File: config.mk
export PLATFORM = sky130hd
export DESIGN_NAME = prover_compute_v_roundctl
export DESIGN_NICKNAME = d
export VERILOG_FILES = /design/src/rtl/field_arith_defs.sv /design/src/rtl/prover_compute_v_pkg.sv /design/src/rtl/prover_compute_v_oneminus.sv /design/src/rtl/prover_compute_v_roundctl.sv
export SDC_FILE = /design/constraint.sdc
export NUM_CORES = 1
export LEC_CHECK = 0
export CORE_ASPECT_RATIO = 0.7
export CORE_MARGIN = 2
export CORE_UTILIZATION = 50
export DETAILED_ROUTE_END_ITERATION = 16
export PLACE_DENSITY = 0.86
export SLEW_MARGIN = 25
export SYNTH_ARGS = -nofsm -noshare
export SYNTH_HDL_FRONTEND = slang
export SYNTH_SLANG_ARGS = --single-unit
File: constraint.sdc
create_clock -name clk -period 9.3 [get_ports clk]
set_input_delay 2.325 -clock clk [delete_from_list [all_inputs] [get_ports clk]]
set_output_delay 2.325 -clock clk [all_outputs]
set_load 0.02 [all_outputs]
File: src/rtl/field_arith_defs.sv
// Field parameters for the prover arithmetic: the Mersenne prime 2^61 - 1.
package field_arith_defs;

    localparam int F_NBITS = 61;
    localparam logic [F_NBITS-1:0] F_Q = {F_NBITS{1'b1}};

endpackage

File: src/rtl/prover_compute_v_pkg.sv
// Shared types for the prover V~ sequencers: round-control state encoding
// and the width helper for round indices.
package prover_compute_v_pkg;

    typedef enum logic [2:0] {
        ST_IDLE       = 3'd0,
        ST_WAIT_TAU   = 3'd1,
        ST_ISSUE      = 3'd2,
        ST_GUARD      = 3'd3,
        ST_BUSY       = 3'd4,
        ST_WAIT_FINAL = 3'd5,
        ST_DONE       = 3'd6
    } rc_state_e;

    localparam int RC_STATE_BITS = 3;

    // Bits needed to hold a round index that can reach n_rounds itself.
    function automatic int round_bits(input int n_rounds);
        return $clog2(n_rounds + 1);
    endfunction

endpackage

File: src/rtl/prover_compute_v_oneminus.sv
// Combinational (1 - tau) mod F_Q for a canonical tau.
module prover_compute_v_oneminus
    import field_arith_defs::*;
(
    input  logic [F_NBITS-1:0] tau_i,
    output logic [F_NBITS-1:0] m_tau_p1_o
);

    logic [F_NBITS:0] wide_diff;

    // F_Q + 1 - tau needs one extra bit; tau == 1 would leave F_Q itself,
    // which is non-canonical, so 0 and 1 are handled explicitly.
    always_comb begin
        wide_diff  = {1'b0, F_Q} + {{F_NBITS{1'b0}}, 1'b1} - {1'b0, tau_i};
        m_tau_p1_o = wide_diff[F_NBITS-1:0];
        if (tau_i == '0) begin
            m_tau_p1_o = {{(F_NBITS-1){1'b0}}, 1'b1};
        end else if (tau_i == {{(F_NBITS-1){1'b0}}, 1'b1}) begin
            m_tau_p1_o = '0;
        end
    end

endmodule

File: src/rtl/prover_compute_v_roundctl.sv
// Early-round sequencer for the V~ chi bank: takes one challenge tau per
// round, hands tau and (1 - tau) to the bank, waits for the bank to finish
// each round and finally waits for the bank's final result.
//
// Handshake: tau_in is transferred on a cycle where tau_valid and tau_ready
// are both high; tau_ready depends only on state, never on tau_valid.
module prover_compute_v_roundctl
    import field_arith_defs::*;
    import prover_compute_v_pkg::*;
#(
    parameter int nCopyBits  = 3,
    parameter int nRoundBits = round_bits(nCopyBits)
) (
    input  logic                     clk,
    input  logic                     rstb,
    input  logic                     start,
    input  logic [F_NBITS-1:0]       tau_in,
    input  logic                     tau_valid,
    output logic                     tau_ready,
    output logic                     bank_en,
    output logic                     bank_restart,
    output logic [F_NBITS-1:0]       tau,
    output logic [F_NBITS-1:0]       m_tau_p1,
    input  logic                     bank_ready,
    input  logic                     bank_final_ready,
    output logic [nRoundBits-1:0]    round,
    output logic                     busy,
    output logic                     done,
    output logic [RC_STATE_BITS-1:0] state_dbg
);

    if (nCopyBits < 1) begin : g_bad_ncopybits
        $error("prover_compute_v_roundctl: nCopyBits must be at least 1");
    end

    localparam logic [nRoundBits-1:0] LAST_ROUND = nRoundBits'(nCopyBits - 1);
    localparam logic [nRoundBits-1:0] ROUND_END  = nRoundBits'(nCopyBits);

    rc_state_e              state_q, state_d;
    logic [nRoundBits-1:0]  round_q, round_d;
    logic [F_NBITS-1:0]     tau_q, tau_d;
    logic [F_NBITS-1:0]     mtp_q, mtp_d;
    logic [F_NBITS-1:0]     mtp_of_tau_in;

    prover_compute_v_oneminus u_oneminus (
        .tau_i      (tau_in),
        .m_tau_p1_o (mtp_of_tau_in)
    );

    // State and datapath registers; reset abandons any round in flight.
    always_ff @(posedge clk or posedge rstb) begin
        if (rstb) begin
            state_q <= ST_IDLE;
            round_q <= '0;
            tau_q   <= '0;
            mtp_q   <= '0;
        end else begin
            state_q <= state_d;
            round_q <= round_d;
            tau_q   <= tau_d;
            mtp_q   <= mtp_d;
        end
    end

    // Next state, round index and latched challenge.
    always_comb begin
        state_d = state_q;
        round_d = round_q;
        tau_d   = tau_q;
        mtp_d   = mtp_q;
        unique case (state_q)
            ST_IDLE: begin
                if (start) begin
                    state_d = ST_WAIT_TAU;
                    round_d = '0;
                end
            end
            ST_WAIT_TAU: begin
                if (tau_valid) begin
                    tau_d   = tau_in;
                    mtp_d   = mtp_of_tau_in;
                    state_d = ST_ISSUE;
                end
            end
            ST_ISSUE: begin
                state_d = ST_GUARD;
            end
            // The bank may still show ready from the previous round here.
            ST_GUARD: begin
                state_d = ST_BUSY;
            end
            ST_BUSY: begin
                if (bank_ready) begin
                    if (round_q == LAST_ROUND) begin
                        round_d = ROUND_END;
                        state_d = ST_WAIT_FINAL;
                    end else begin
                        round_d = round_q + 1'b1;
                        state_d = ST_WAIT_TAU;
                    end
                end
            end
            ST_WAIT_FINAL: begin
                if (bank_final_ready) begin
                    state_d = ST_DONE;
                end
            end
            ST_DONE: begin
                state_d = ST_IDLE;
            end
            default: begin
                state_d = ST_IDLE;
            end
        endcase
    end

    // Moore outputs decoded from the current state.
    always_comb begin
        tau_ready    = 1'b0;
        bank_en      = 1'b0;
        bank_restart = 1'b0;
        done         = 1'b0;
        busy         = (state_q != ST_IDLE);
        case (state_q)
            ST_WAIT_TAU: tau_ready = 1'b1;
            ST_ISSUE: begin
                bank_en      = 1'b1;
                bank_restart = (round_q == '0);
            end
            ST_DONE:     done = 1'b1;
            default: ;
        endcase
        tau       = tau_q;
        m_tau_p1  = mtp_q;
        round     = round_q;
        state_dbg = state_q;
    end

endmodule

==> summary.txt <==
Outcome = completed
Vias/cell = 5.85
Post-synth EDFFs = 0
Clock slew at reported path FFs = 0.05 ns
Area grow syn2layout = 43.2%
First-pass GRT wire length = 29900 um
CP endpoint kind = register
Overall Power = 3020 uW
Min-Delay Endpoint = tau[40]
Syn_nets = 747
Mapped Avg Cell Area = 9.20 sq um
Total Negative Setup Slacks = 0 ns
Max Fclk = 180 MHz
Startpoint types = primary input
Peak supply drop = 0.201 mV
Top Metal Used = met4
Nets = 929
P_leak = 0.00380 uW
Most frequent cells in the layout = nand2_1, clkdlybuf4s50_1, dfrtp_1, o31ai_1, or4_1
Final Max Tran Viols = 0
Initial Util = 50.6%
Initial DRC count = 445
Reg2reg setup slack = 6.50 ns
GPL Wtd Cong = 0.871
Antenna Diode Count = 0
CTS-repair resized insts = 0
WHS Path Cells = 2
CTS Buffer Depth = 2
Worst slew pin tran = 1.01 ns
I/O pins = 199
Dpl cells = 1001
Pwr dens = 339 mW/mm^2
Synth warnings = 0
WP data required = 9.59 ns
Max-cap violation count = 0
Reg-to-reg endpoint = m_tau_p1[51]
Worst R2R Path Depth = 6
Final period util = 59.9%
Wirelength per Cell = 18.4 um
# DRC = 0
Root Driver = clkbuf_16
Post-CTS Repair Setup Buffers = 0
DR WL met2 = 8750 um
Die span in x = 137 um
Largest net degree at the start of global routing = 103
Die height = 97.3 um
# H-tree levels = 4
CP arrival = 5.86 ns
Die Area = 0.0134 sq mm
Post-Synthesis Cells = 676
WL final = 19000 um
Worst-Skew Late Latency = 0.40 ns
Core area = 0.0123 sq mm
Final setup vio count = 0
CTS tree = yes
Synth Flop Type = dfrtp_1
Share of layout cells above drive strength 1 = 6.89%
Share of flip-flops with an asynchronous set or reset = 100%
Met1 WL = 8380 um
Vias in the first global route = 5717
Slew HR = 32.5%
Place WS = 3.40 ns
Detailed-route via count = 6040
Non-filler instance count after layout = 1033
Hold_buf cts = 0
Initial antenna violation count = 0
Critical Path Fanout Max = 19
Row Count = 34
RSZ-0062 raised after global routing = false
Total GRT Usage = 28.9%
Crit path kind = in2reg
Global route overflow = 0
Final Critical Period = 5.57 ns
Most common cell after layout, fill and taps aside = nand2_1
HP Start = tau[40]
Hold Violations, Final = 0
Final WS setup = 3.73 ns
Initial DRT Pass Iterations = 5
FF-to-FF Start = state_dbg[1]
Synth Register Bits = 127
Total CTS buffers = 17
Sequential fraction of the synthesis area = 51.1%
IO buf count = 198
Dpl hpwl = 13300 um
Worst Hold Class = reg2reg
ANT nets after route = 0
Worst clock skew = 0.00477 ns
Total clock sinks = 127
Synthesized cell area = 0.00622 sq mm
Met3 WL = 1630 um
Post-synthesis cell type count = 49
[synthesized netlist by cell type (2+ instances only)]
library cell | count | share of area, %
nand2_1 | 225 | 14
dfrtp_1 | 127 | 51
o31ai_1 | 38 | 4.6
clkbuf_1 | 31 | 1.9
or4_1 | 27 | 3.3
a32o_1 | 24 | 3.9
o21ai_0 | 24 | 1.9
nor2_1 | 18 | 1.1
or3_1 | 16 | 1.6
xnor2_1 | 16 | 2.3
xor2_1 | 16 | 2.3
nor3_1 | 14 | 1.1
nand3_1 | 11 | 0.89
nor4_1 | 10 | 1.0
nand4_1 | 8 | 0.80
buf_2 | 7 | 0.56
inv_1 | 7 | 0.42
or2_2 | 7 | 0.70
nand2b_1 | 6 | 0.60
ha_1 | 4 | 0.80
o41ai_1 | 4 | 0.56
or4_4 | 4 | 0.72
a21oi_1 | 2 | 0.16
a22o_1 | 2 | 0.28
and2_1 | 2 | 0.20
nand4b_1 | 2 | 0.28
o21a_1 | 2 | 0.24
[sequential cells by signal, summed over array words and instances, names as in the netlist]
name and count:
round 2, m_tau_p1 61, state_dbg 3, tau 61
[report_power, final]
part           switching (uW)  internal, uW
combinational             744           627
sequential                163           808
clock                     238           442
[cell type report]
class	count	area [sq um]
repair buffers	203	2020
well taps	162	203
flip-flops and latches	127	3180
multi-input cells	502	2860
fillers	879	3390
clock inverters	10	135
clock buffers	22	474
inverters	7	31.3
[critical path, cell delays in order]
cell,delay (ns)
clkdlybuf4s50_1,0.51
or4_1,0.71
nor3_2,0.58
nand4_1,0.75
or4_1,0.71
a32o_1,0.26
[kinds of logic after synthesis]
group,Yosys count,synth area share [%]
simple gates,363,27.9
flops,127,51.1
compound gates,102,12.5
buf+inv,47,3.10
xor+xnor,32,4.51
fa+ha+maj,4,0.805
mux,1,0.161
[worst max-delay path by stage]
stage,start,end,slack (ns)
global route,tau_in[3],m_tau_p1[59],3.55
global placement,tau_in[3],m_tau_p1[59],3.53
CTS,tau_in[3],m_tau_p1[59],3.80
finish,tau_in[3],m_tau_p1[59],3.73
detailed placement,tau_in[3],m_tau_p1[59],3.40
floorplan,rstb,m_tau_p1[0],3.59
[per-layer routing]
layer | GRT usage (%) | up-vias
li1 | - | 2763
met1 | 41.5 | 2959
met2 | 44.2 | 293
met3 | 6.36 | 25
met4 | 7.85 | 0
met5 | 0 | -
[stage by stage]
| stage | util [%] | hold slack (ns) | cell area, sq um |
|---|---|---|---|
| 3_5_place_dp | 67.5 | 0.462 | 8290 |
| 4_1_cts | 72.4 | 0.476 | 8900 |
| 2_1_floorplan | - | 0.587 | 6220 |
| 6_report | 72.4 | 0.471 | 8900 |
| 3_3_place_gp | 67.5 | 0.456 | 8290 |
| 5_1_grt | 72.4 | 0.505 | 8900 |
(Power assumes the default switching activity.)
